--- src/rtl/var_delay_line.sv ---
// Multi-lane run-time programmable delay line: addressable SRL tap plus one output register.
// Optional occupancy counter output o_occ is enabled by defining VAR_DELAY_LINE_OCC_EN.
module var_delay_line #(
  parameter int DATA_WIDTH = 8,
  parameter int NUM_CH     = 4,
  parameter int MAX_DEPTH  = 16,
  parameter int DLY_W      = $clog2(MAX_DEPTH + 1)
) (
  input  logic                         i_clk,
  input  logic                         i_rst,
  input  logic                         i_ce,
  input  logic                         i_valid,
  input  logic [NUM_CH*DATA_WIDTH-1:0] i_data,
  input  logic                         i_dly_ld,
  input  logic [DLY_W-1:0]             i_dly,
  output logic                         o_valid,
  output logic [NUM_CH*DATA_WIDTH-1:0] o_data,
  output logic                         o_primed,
  output logic [DLY_W-1:0]             o_dly
`ifdef VAR_DELAY_LINE_OCC_EN
  ,
  output logic [DLY_W-1:0]             o_occ
`endif
);

  localparam int BUS_W = NUM_CH * DATA_WIDTH;
  localparam int SRL_N = MAX_DEPTH - 1;

  typedef enum logic {FILL, RUN} state_t;

  state_t           state, state_nxt;
  logic [DLY_W-1:0] fill_cnt, fill_cnt_nxt;

  logic [BUS_W-1:0] srl_p0 [SRL_N];
  logic [SRL_N-1:0] vld_p0;

  logic [DLY_W-1:0] tap_idx;
  logic [BUS_W-1:0] tap_data;
  logic             tap_vld;

  function automatic logic [DLY_W-1:0] clamp_dly(input logic [DLY_W-1:0] d);
    if (d < DLY_W'(2))
      return DLY_W'(2);
    else if (d > DLY_W'(MAX_DEPTH))
      return DLY_W'(MAX_DEPTH);
    else
      return d;
  endfunction

  // Stage p0: SRL shift (no reset) and tap select at L-2
  always_ff @(posedge i_clk) begin
    if (i_ce) begin
      srl_p0[0] <= i_data;
      for (int k = 1; k < SRL_N; k++)
        srl_p0[k] <= srl_p0[k-1];
    end
  end

  always_comb begin
    tap_idx  = o_dly - DLY_W'(2);
    tap_data = srl_p0[0];
    tap_vld  = vld_p0[0];
    for (int k = 1; k < SRL_N; k++) begin
      if (tap_idx == DLY_W'(k)) begin
        tap_data = srl_p0[k];
        tap_vld  = vld_p0[k];
      end
    end
  end

  // Stage p1: output register
  always_ff @(posedge i_clk) begin
    if (i_ce)
      o_data <= tap_data;
  end

  // A reload flushes every in-flight valid and drops the sample at the load edge
  always_ff @(posedge i_clk) begin
    if (i_rst) begin
      vld_p0  <= '0;
      o_valid <= 1'b0;
      o_dly   <= DLY_W'(MAX_DEPTH);
    end else if (i_dly_ld) begin
      vld_p0  <= '0;
      o_valid <= 1'b0;
      o_dly   <= clamp_dly(i_dly);
    end else if (i_ce) begin
      vld_p0  <= (vld_p0 << 1) | SRL_N'(i_valid);
      o_valid <= tap_vld;
    end
  end

  always_ff @(posedge i_clk) begin
    if (i_rst) begin
      state    <= FILL;
      fill_cnt <= '0;
    end else begin
      state    <= state_nxt;
      fill_cnt <= fill_cnt_nxt;
    end
  end

  always_comb begin
    state_nxt    = state;
    fill_cnt_nxt = fill_cnt;
    if (i_dly_ld) begin
      state_nxt    = FILL;
      fill_cnt_nxt = '0;
    end else if (i_ce) begin
      case (state)
        FILL: begin
          if (fill_cnt == o_dly - DLY_W'(1))
            state_nxt = RUN;
          else
            fill_cnt_nxt = fill_cnt + DLY_W'(1);
        end
        default: state_nxt = RUN;
      endcase
    end
  end

  assign o_primed = (state == RUN);

`ifdef VAR_DELAY_LINE_OCC_EN
  // Samples in flight: SRL stages plus the output register
  always_ff @(posedge i_clk) begin
    if (i_rst || i_dly_ld) begin
      o_occ <= '0;
    end else if (i_ce) begin
      if (i_valid && !o_valid && o_occ < DLY_W'(MAX_DEPTH))
        o_occ <= o_occ + DLY_W'(1);
      else if (!i_valid && o_valid && o_occ != '0)
        o_occ <= o_occ - DLY_W'(1);
    end
  end
`endif

endmodule

--- config.mk ---
export PLATFORM = sky130hd
export DESIGN_NAME = var_delay_line
export DESIGN_NICKNAME = d
export VERILOG_FILES = /design/src/rtl/var_delay_line.sv
export SDC_FILE = /design/constraint.sdc
export NUM_CORES = 1
export LEC_CHECK = 0
export ABC_AREA = 1
export BUFFER_PORTS_ARGS = -buffer_cell sky130_fd_sc_hd__buf_2
export CORE_MARGIN = 2
export CORE_UTILIZATION = 40
export DETAILED_ROUTE_END_ITERATION = 8
export PLACE_DENSITY_LB_ADDON = 0.12
export REMOVE_ABC_BUFFERS = 1
export SLEW_MARGIN = 10
export SYNTH_ARGS = -nofsm -noshare
export SYNTH_HDL_FRONTEND = slang
export SYNTH_SLANG_ARGS = --single-unit
--- constraint.sdc ---
create_clock -name i_clk -period 4.8 [get_ports i_clk]
set_input_delay 0.72 -clock i_clk [delete_from_list [all_inputs] [get_ports i_clk]]
set_output_delay 0.72 -clock i_clk [all_outputs]
set_load 0.1 [all_outputs]
==> results of run 1 <==
==> stage by stage <==
stage               std cells  hold WS (ps)
floorplan                1921         417.9
global placement         2769         421.3
detailed placement       2769         426.0
CTS                      2875         237.1
global route             2875         247.1
finish                   2875         292.2
==> critical path, stage by stage (launching register included) <==
cell and delay, ps:
dfxtp_1 340, inv_2 140, ha_1 200, inv_1 70
nand2_1 180, nand3_4 120, nor2_4 80, buf_4 340
nand2_2 460, nand2_1 180, nand3_1 100, o211ai_1 150
nand3_1 140, o211ai_1 170, nand2_1 110, nand2_1 70
nand2_1 60, nand3_1 80, nand3_1 90, nand2_1 110
nand2_1 50, nand2_1 60, nand2_1 50, nand2_1 70
nand2_1 40
==> per-layer routing <==
layer	routed length (µm)	vias up	track usage
met3	1711	61	0.02802
met1	20630	5804	0.2121
li1	-	6910	-
met2	17290	195	0.2077
met4	818	0	0.03947
met5	0	-	0
==> kinds of logic after synthesis <==
family,count (synthesis),share of synthesized area
flip-flops,539,0.7073
adder cells (fa/ha/maj),8,0.004449
buffers and inverters,332,0.05861
XOR/XNOR,7,0.002725
AO/OA/AOI/OAI,233,0.05883
AND/OR/NAND/NOR,895,0.1680
==> final timing paths <==
| check | from | to | slack, ps | cells past startpoint |
|---|---|---|---|---|
| max | o_dly[1] | o_data[1] | 1050 | 24 |
| min | i_data[7] | srl_p0[0][7] | 290 | 1 |
| max reg2reg | o_dly[1] | o_data[1] | 1050 | 24 |
| min reg2reg | srl_p0[1][69] | srl_p0[1][101] | 440 | 0 |
==> power groups by stage <==
stage / clock network [W] / logic (W) / registers [W]
2_1_floorplan: 0 / 0.000486 / 0.00606
3_3_place_gp: 0 / 0.00119 / 0.00572
3_5_place_dp: 0 / 0.00120 / 0.00573
4_1_cts: 0.00427 / 0.00121 / 0.00563
5_1_grt: 0.00446 / 0.00133 / 0.00566
6_report: 0.00413 / 0.00119 / 0.00563
==> cell usage after synthesis, types with 3 or more instances <==
cell      number  area [µm²]
a21oi_1       33       165.2
xor2_1         3       26.28
inv_1        196       735.7
dfxtp_1       27       540.5
nor2_2         4       25.02
or2_0          9       56.30
edfxtp_1     512       15370
o21bai_1       3       22.52
buf_1          5       18.77
o221ai_1       6       52.55
xnor2_1        4       35.03
nor2_4         3       33.78
o211ai_1      46       345.3
buf_2         31       155.2
nand2_2        5       31.28
nor2_1        22       82.58
o21ai_0      121       605.6
clkbuf_1      52       195.2
or2_2         25       156.4
or2_1          3       18.77
inv_2         41       153.9
nand2_1      660        2477
nand3_1      154       770.7
ha_1           8       100.1
buf_6          4       45.04
o21ai_1       19       95.09
==> sequential cells by signal, indices dropped and copies added, names as in the netlist <==
signal / flops
fill_cnt: 5
srl_p0: 480
vld_p0: 15
o_primed: 1
o_valid: 1
o_dly: 5
o_data: 32
==> cell type report <==
| class | instances | share of cell area |
|---|---|---|
| clock buffers | 83 | 0.06421 |
| clock inverters | 23 | 0.005030 |
| inverters | 239 | 0.03536 |
| multi-input cells | 1143 | 0.2077 |
| flip-flops and latches | 539 | 0.6273 |
| well taps | 748 | 0.03689 |
| repair buffers | 100 | 0.02357 |
==> results by group, run 1 <==
Clocking
  – H-tree depth: 2
  – Setup bufs post-CTS: 0
  – Skew-Pair Late Insertion Delay: ~600 ps
  – CTS root buf: clkbuf_16
  – Maximum buffer depth of the clock tree: 3
  – Post-CTS Resized: 0
  – Clk sink count: 539
  – Total clock buffers created by CTS: 58
  – Hold buffers post-CTS: 0
  – CTS tree: done
  – Clock transition at path regs: about 60 ps

Timing
  – Post-route setup slack: 1050 ps
  – Least-Margin Pin Slew: 951.4 ps
  – Minimum clock period: around 3800 ps
  – Unrepaired setup endpoints after global routing: false
  – Post-route setup TNS: 0 ps
  – Period Utilization, post-route: 0.7814
  – Maximum clock frequency: around 270 MHz
  – Setup Skew: about 14 ps
  – Endpoints failing hold: 0
  – Final setup fails: 0
  – Rel. slew slack: 0.3657
  – Slew Viols, Final: 0

Worst setup path
  – Crit. End Element: flop
  – Critical path required time: around 5200 ps
  – WP data arrival: roughly 4000 ps
  – Crit path launch type: flop
  – Maximum fanout along the worst path: 34
  – Crit path kind: flop to flop

Pwr
  – Pwr Density: between 400 and 500 mW/mm²
  – Tot Pwr: between 0.01 and 0.015 W
  – Reg power frac: 0.514
  – Clock power share: 0.377
  – Combinational Power Share: 0.109
  – Worst vdd ir: 277.0 µV
  – Sw Ratio: 0.2538
  – Net Sw Power: between 0.002 and 0.003 W
  – Leak: around 10 nW
  – Internal power: between 0.008 and 0.009 W

GRT
  – Overall Global Routing Usage: 0.1412
  – Gr ovfl total: 0
  – Initial antenna violation count: 0
  – Largest net degree at the start of global routing: around 130
  – First-pass GRT wire length: around 66000 µm
  – Vias in the first global route: between 10000 and 15000

Cells and area
  – Footprint of the multi-input gates: between 0.005 and 0.006 mm²
  – Filler cells: 5107
  – Register area: 0.01592 mm²
  – Fin nets: approximately 2100
  – Final Instance Area: about 0.025 mm²
  – Antenna Cells: 0
  – Commonest non-fill, non-tap cell in the layout: nand2_1
  – Most frequent cells in the layout: nand2_1, edfxtp_1, inv_1
  – Share of layout cells above drive strength 1: 0.1218
  – Area delta synth->final: 12.76%
  – Util after Layout: 0.4587

Job
  – Max-cap violations: 0

Yosys
  – Prevailing post-synth register cell: edfxtp_1
  – Mapped Cells: ~2000
  – Distinct cells, synth: 39
  – Cell Area, Synth: 0.02250 mm²
  – Number of synthesized flops with an enable pin: roughly 500
  – Async SR Flop Fraction: 0
  – Yosys warning count: 0
  – Mean Syn Cell Area: approximately 11 µm²
  – Flops & latches, synth: 539
  – Register area share after synthesis: 0.7073

Floorplanning
  – Ports: slightly above 80
  – Horiz. Die Dim: 241.2 µm
  – Initial Util: 0.4068
  – Core area: around 0.055 mm²
  – Die Y: 241.2 µm
  – Cell Rows: 86
  – Die area: 0.05816 mm²

Drt
  – Antenna-violating nets left: 0
  – Routed WL: about 40000 µm
  – Average wire per standard cell: approximately 14 µm
  – DR DRC count: 0
  – Vias: 12970
  – First-pass iteration count of the detailed router: 7
  – Vias/cell: around 4.5
  – DRT iter0 DRCs: about 980

Placed design
  – HPWL Detailed: approximately 25000 µm
  – Post-Place Worst Slack: approximately 1100 ps
  – GPL Wtd Cong: 0.7393
  – Cell Area, Placed: 0.02362 mm²
  – IO Port Bufs: 80

Min path
  – Type of the worst min-delay path: primary input to flop

Outcome
  – Status: complete, no violations
Note: power is estimated with default switching activity, not from simulation.
==> inputs of run 2 (changes only) <==
==> constraint.sdc (replaced) <==
create_clock -name i_clk -period 3.5 [get_ports i_clk]
set_input_delay 0.525 -clock i_clk [delete_from_list [all_inputs] [get_ports i_clk]]
set_output_delay 0.525 -clock i_clk [all_outputs]
set_load 0.1 [all_outputs]
==> run 2 against run 1 <==
Clock-buffer cell count is 12 lower. Largest cell class unchanged. Sequential power is 37% higher. Largest power group unchanged. Critical path depth is 4 lower. Core utilization is 0.31 points higher.
==> results by group, run 2 (synthesis results as in run 1) <==
Cells and area
  – Share of layout cells above drive strength 1: 0.1317 (+0.009946)
  – Fin nets: 2147 (+0.75%)
  – Util after Layout: 0.4619 (+0.003144)
  – Commonest non-fill, non-tap cell in the layout: nand2_1
  – Antenna Cells: 0 (unchanged)
  – Post-Layout Cell Count: 2889 (+0.49%)
  – Filler cells: 5079 (-0.55%)
  – Number of flip-flops in the largest register: 480 (unchanged)
  – Most frequent cells in the layout: nand2_1, edfxtp_1, inv_1
  – Area delta synth->final: 13.54%
  – Biggest regs: srl_p0: 480 flops, o_data: 32 flops, vld_p0: 15 flops
  – Most flops, register: srl_p0

Worst setup path
  – Crit path kind: flop to flop
  – Most common cell type on the critical path: nand2_1
  – Crit path launch type: flop
  – FF-to-FF setup slack: 350 ps (-700 ps)
  – WP data arrival: 3500 ps (-610 ps)
  – WP depth: 20 (-17%)
  – Maximum fanout along the worst path: 22 (-35%)
  – R2R depth: 20 (-17%)
  – RR Startpoint: o_dly[1]
  – Slowest cell on crit path: nand3b_4
  – Crit. End Element: flop
  – Critical path's top delay family: simple AND/OR/NAND/NOR gates
  – CP peak stage delay: 370 ps (-90 ps)
  – Critical path required time: 3850 ps (-1310 ps)
  – Reg-to-Reg End: o_data[21]
  – Critical-path cell list: inv_2, ha_1, inv_1, nand2_1, nand3_4, nand3b_4, inv_2, a21oi_1, o221ai_1, nand3_1, nand2_1, nand2_1, nand2_1, nand2_1, nand3_1, nand3_1, nand2_1, nand2_1, nand2_1, nand2_1
  – Worst Path Buf+Inv: 3 (unchanged)

Placed design
  – Placed instance count: 2786 (+0.61%)
  – GPL Wtd Cong: 0.7529 (+1.8%)
  – IO Port Bufs: 80 (unchanged)
  – HPWL Detailed: 25690 µm (+2.1%)

Timing
  – Minimum clock period: 3147 ps (-603.6 ps)
  – Period Utilization, post-route: 0.8991 (+0.1178)
  – Endpoints failing hold: 0 (unchanged)
  – Setup Skew: 15.15 ps (+0.9951 ps)
  – Rel. slew slack: 0.4830 (+0.1172)
  – Final setup fails: 0 (unchanged)
  – Unrepaired setup endpoints after global routing: false
  – Least-Margin Pin Slew: 774.4 ps (-177.0 ps)
  – Slew Viols, Final: 0 (unchanged)
  – Maximum clock frequency: 317.8 MHz (+19%)

GRT
  – Overall Global Routing Usage: 0.1385 (-0.002717)
  – First-pass GRT wire length: 65140 µm (-1.6%)
  – Initial antenna violation count: 0 (unchanged)
  – Gr ovfl total: 0 (unchanged)
  – Vias in the first global route: 12400 (+0.94%)
  – Largest net degree at the start of global routing: 95 (-29%)

Clocking
  – H-tree depth: 2 (unchanged)
  – Setup bufs post-CTS: 0 (unchanged)
  – Clock transition at path regs: 60 ps (about the same)
  – Maximum buffer depth of the clock tree: 3 (unchanged)
  – CTS root buf: clkbuf_16
  – Clk sink count: 539 (unchanged)
  – Skew-Pair Late Insertion Delay: 610 ps (about the same)
  – Total clock buffers created by CTS: 56 (-3.4%)
  – CTS tree: done

Drt
  – DR DRC count: 0 (unchanged)
  – Routed WL: 39820 µm (-1.5%)
  – DRT iter0 DRCs: 859 (-13%)
  – Average wire per standard cell: 13.78 µm (-2.0%)
  – Vias: 12870 (-0.74%)
  – Antenna-violating nets left: 0 (unchanged)
  – First-pass iteration count of the detailed router: 5 (-2)
  – Vias/cell: 4.456 (-1.2%)

Min path
  – Worst hold start: i_data[30]
  – Hold Path End: srl_p0[0][30]
  – Hold Crit Depth: 1 (unchanged)
  – Type of the worst min-delay path: primary input to flop

Pwr
  – Leak: 10.16 nW (+1.1%)
  – Tot Pwr: 0.01507 W (+38%)
  – Pwr Density: 589.9 mW/mm² (+37%)
  – Worst vdd ir: 350.1 µV (+26%)

Floorplanning
  – Ports: 81 (unchanged)
  – Horiz. Die Dim: 241.2 µm (unchanged)
  – Die Y: 241.2 µm (unchanged)
  – Die area: 0.05816 mm² (unchanged)
  – Core area: 0.05531 mm² (unchanged)
  – Initial Util: 0.4068 (unchanged)
  – Cell Rows: 86 (unchanged)

Job
  – Max-cap violations: 0 (unchanged)

Outcome
  – Status: complete, no violations
==> run 2: layer usage <==
| metal | share of wire | wire length (µm) | track usage |
|---|---|---|---|
| met4 | 0.019 | 776 | 0.03891 |
| met3 | 0.040 | 1590 | 0.02722 |
| met1 | 0.50 | 19810 | 0.2003 |
| met5 | 0 | 0 | 0 |
| met2 | 0.44 | 17650 | 0.2126 |
==> run 2: layout make-up <==
cell class,instances,area (µm²),area share
clock buffers,71,1509,0.05907
clock inverters,31,249.0,0.009747
well taps,748,935.9,0.03664
flip-flops and latches,539,15920,0.6230
inverters,239,899.6,0.03522
repair buffers,117,738.2,0.02890
multi-input cells,1144,5299,0.2074
==> run 2: worst register-to-register path, cell delays in order (launching register included) <==
cell	delay, ps
dfxtp_1	340
inv_2	130
ha_1	200
inv_1	60
nand2_1	170
nand3_4	160
nand3b_4	370
inv_2	310
a21oi_1	90
o221ai_1	220
nand3_1	110
nand2_1	100
nand2_1	60
nand2_1	80
nand2_1	70
nand3_1	90
nand3_1	90
nand2_1	110
nand2_1	60
nand2_1	50
nand2_1	40
==> run 2: worst max-delay path by stage <==
| stage | startpoint | end |
|---|---|---|
| 5_1_grt | o_dly[1] | o_data[8] |
| 2_1_floorplan | o_dly[1] | o_data[16] |
| 4_1_cts | o_dly[1] | o_data[14] |
| 3_5_place_dp | o_dly[1] | o_data[14] |
| 6_report | o_dly[1] | o_data[21] |
| 3_3_place_gp | o_dly[1] | o_data[14] |
==> run 2: report_power, final <==
part	internal (W)	switching (W)	leakage [nW]
Combinational	0.000381	0.00126	4.06
Sequential	0.00756	0.000163	5.23
Clock	0.00332	0.00238	0.866
==> run 2: per-stage QoR <==
step	hold slack [ps]	worst slack [ps]	TNS [ps]	instance area (µm²)
5_1_grt	58.20	7.694	0	25550
3_3_place_gp	420.3	253.4	0	23760
4_1_cts	49.74	159.9	0	25510
2_1_floorplan	417.9	-917.4	-28810	22080
6_report	100.6	353.1	0	25550
3_5_place_dp	425.7	175.8	0	23760
==> run 2: repair_timing <==
action | 4_1_cts | 5_1_grt
hold buffers | 0 | 0
gates resized for setup | 0 | 5
endpoints found under the setup margin | 0 | 30
==> inputs of run 3 (changes only) <==
--- a/config.mk
+++ b/config.mk
@@ -6,9 +6,9 @@
 export NUM_CORES = 1
 export LEC_CHECK = 0
 export ABC_AREA = 1
-export BUFFER_PORTS_ARGS = -buffer_cell sky130_fd_sc_hd__buf_2
+export BUFFER_PORTS_ARGS = -buffer_cell sky130_fd_sc_hd__buf_4
 export CORE_MARGIN = 2
-export CORE_UTILIZATION = 40
+export CORE_UTILIZATION = 45
 export DETAILED_ROUTE_END_ITERATION = 8
 export PLACE_DENSITY_LB_ADDON = 0.12
 export REMOVE_ABC_BUFFERS = 1
==> run 3 against run 2 <==
Maximum frequency decreased by 0.75%. Critical endpoint is now o_data[30]. Non-clock buffer count increased by 5. First-iteration DRC count increased by 2.0%. Sequential share of layout area decreased by 0.39 points. Routed wire length about the same.
==> results by group, run 3 (synthesis results as in run 1) <==
Clocking
  – Setup bufs post-CTS: 0 (unchanged)
  – Maximum buffer depth of the clock tree: 3 (unchanged)
  – Total clock buffers created by CTS: 57 (+1.8%)
  – Post-CTS Resized: 0 (unchanged)
  – Hold buffers post-CTS: 0 (unchanged)
  – Clock transition at path regs: 60 ps (about the same)
  – CTS root buf: clkbuf_16
  – H-tree depth: 2 (unchanged)
  – CTS tree: done
  – Skew-Pair Late Insertion Delay: 600 ps (about the same)
  – Clk sink count: 539 (unchanged)

Placed design
  – HPWL Detailed: 25870 µm (+0.70%)
  – Post-Place Worst Slack: 257.3 ps (+81.52 ps)
  – Placed instance count: 2707 (-2.8%)
  – IO Port Bufs: 80 (unchanged)
  – GPL Wtd Cong: 0.7723 (+2.6%)

Timing
  – Period Utilization, post-route: 0.9059 (+0.006819)
  – Endpoints failing hold: 0 (unchanged)
  – Slew Viols, Final: 0 (unchanged)
  – Final setup fails: 0 (unchanged)
  – Minimum clock period: 3171 ps (+23.87 ps)
  – Setup Skew: 15.93 ps (+0.7820 ps)
  – Post-route setup slack: 329.2 ps (-23.87 ps)
  – Least-Margin Pin Slew: 785.9 ps (+11.49 ps)
  – Maximum clock frequency: 315.4 MHz (-0.75%)
  – Post-route setup TNS: 0 ps (unchanged)
  – Unrepaired setup endpoints after global routing: true
  – Worst Hold Slack: 100.6 ps (+0.02100 ps)
  – Rel. slew slack: 0.4753 (-0.007673)

Cells and area
  – Most frequent cells in the layout: nand2_1, edfxtp_1, inv_1
  – Post-Layout Cell Count: 2812 (-2.7%)
  – Biggest regs: srl_p0: 480 flops, o_data: 32 flops, vld_p0: 15 flops
  – Area delta synth->final: 14.26%
  – Number of flip-flops in the largest register: 480 (unchanged)
  – Antenna Cells: 0 (unchanged)
  – Most flops, register: srl_p0
  – Fin nets: 2153 (+0.28%)
  – Commonest non-fill, non-tap cell in the layout: nand2_1
  – Share of layout cells above drive strength 1: 0.1299 (-0.001826)

Drt
  – Vias: 13130 (+2.0%)
  – Antenna-violating nets left: 0 (unchanged)
  – Vias/cell: 4.668 (+4.8%)
  – DRT iter0 DRCs: 876 (+2.0%)
  – Average wire per standard cell: 14.15 µm (+2.7%)
  – First-pass iteration count of the detailed router: 5 (unchanged)
  – Routed WL: 39800 µm (about the same)
  – DR DRC count: 0 (unchanged)

Worst setup path
  – Worst Path Buf+Inv: 3 (unchanged)
  – WP data arrival: 3520 ps (+20 ps)
  – Crit. End Element: flop
  – Crit path launch type: flop
  – Most common cell type on the critical path: nand2_1
  – CP peak stage delay: 430 ps (+60 ps)
  – Slowest cell on crit path: dfxtp_1
  – Crit path kind: flop to flop
  – Maximum fanout along the worst path: 21 (-4.5%)
  – Critical path's top delay family: simple AND/OR/NAND/NOR gates
  – Critical path required time: 3850 ps (about the same)
  – Critical-path cell list: inv_1, ha_1, inv_1, nand2_1, nand3_4, nand3b_4, buf_12, nand3_1, o211ai_1, nand3_1, o211ai_1, nand2_1, nand2_1, nand2_1, nand3_1, nand2_1, nand2_1, nand3_1, nand2_1, nand2_1, nand2_1, nand2_1

Floorplanning
  – Cell Rows: 81 (-5.8%)
  – Initial Util: 0.4578 (+0.05094)
  – Core area: 0.04915 mm² (-11%)
  – Die area: 0.05181 mm² (-11%)
  – Horiz. Die Dim: 227.6 µm (-5.6%)
  – Ports: 81 (unchanged)
  – Die Y: 227.6 µm (-5.6%)

GRT
  – Vias in the first global route: 12780 (+3.1%)
  – Largest net degree at the start of global routing: 100 (+5.3%)
  – First-pass GRT wire length: 65960 µm (+1.3%)
  – Overall Global Routing Usage: 0.1577 (+0.01921)
  – Gr ovfl total: 0 (unchanged)
  – Initial antenna violation count: 0 (unchanged)

Min path
  – Type of the worst min-delay path: primary input to flop

Outcome
  – Status: complete, no violations

Pwr
  – Worst vdd ir: 351.9 µV (+0.52%)
  – Leak: 10.24 nW (+0.75%)
  – Pwr Density: 589.5 mW/mm² (about the same)

Job
  – Max-cap violations: 0 (unchanged)
## run 3: cell count changes in the layout (fill, tap and decap cells not counted), moves of 2 or more
cell,change
buf_12,+3
buf_2,-79
buf_4,+81
clkbuf_1,+5
clkbuf_8,-3
clkinv_1,+5
clkinv_2,-6
nand2_4,-2
## run 3: routing by layer
metal	routed length, µm	track usage	up-vias
met2	18280	0.2444	182
li1	-	-	6948
met3	1571	0.03021	58
met4	700	0.04132	0
met5	0	0	-
met1	19250	0.2292	5939
## run 3: power breakdown
part | internal (W) | switching, W
Clock | 0.00335 | 0.00238
Sequential | 0.00756 | 0.000170
Combinational | 0.000439 | 0.00126
Total | 0.0113 | 0.00381
## run 3: area by class of cell
cell class                 count  area, µm²
clock buffer                  73       1486
clock inverter                31      271.5
fill                        4250      23450
inverter                     239      899.6
multi-input combinational   1144       5294
sequential                   539      15920
tap                          664      830.8
timing repair buffer         122       1011
## run 3: final timing paths
check / slack (ps) / cells after the start / endpoint / from
worst max register to register: 330 / 22 / o_data[30] / o_dly[2]
worst max-delay path: 330 / 22 / o_data[30] / o_dly[2]
worst min register to register: 430 / 0 / srl_p0[1][20] / srl_p0[0][244]
worst min-delay path: 100 / 1 / srl_p0[0][9] / i_data[9]
## run 3: per-stage QoR
stage	util	area, µm²	power, W
2_1_floorplan	-	22080	0.008972
3_3_place_gp	0.4867	23920	0.009533
3_5_place_dp	0.4867	23920	0.009574
4_1_cts	0.5225	25680	0.01534
5_1_grt	0.5230	25710	0.01585
6_report	0.5230	25710	0.01515
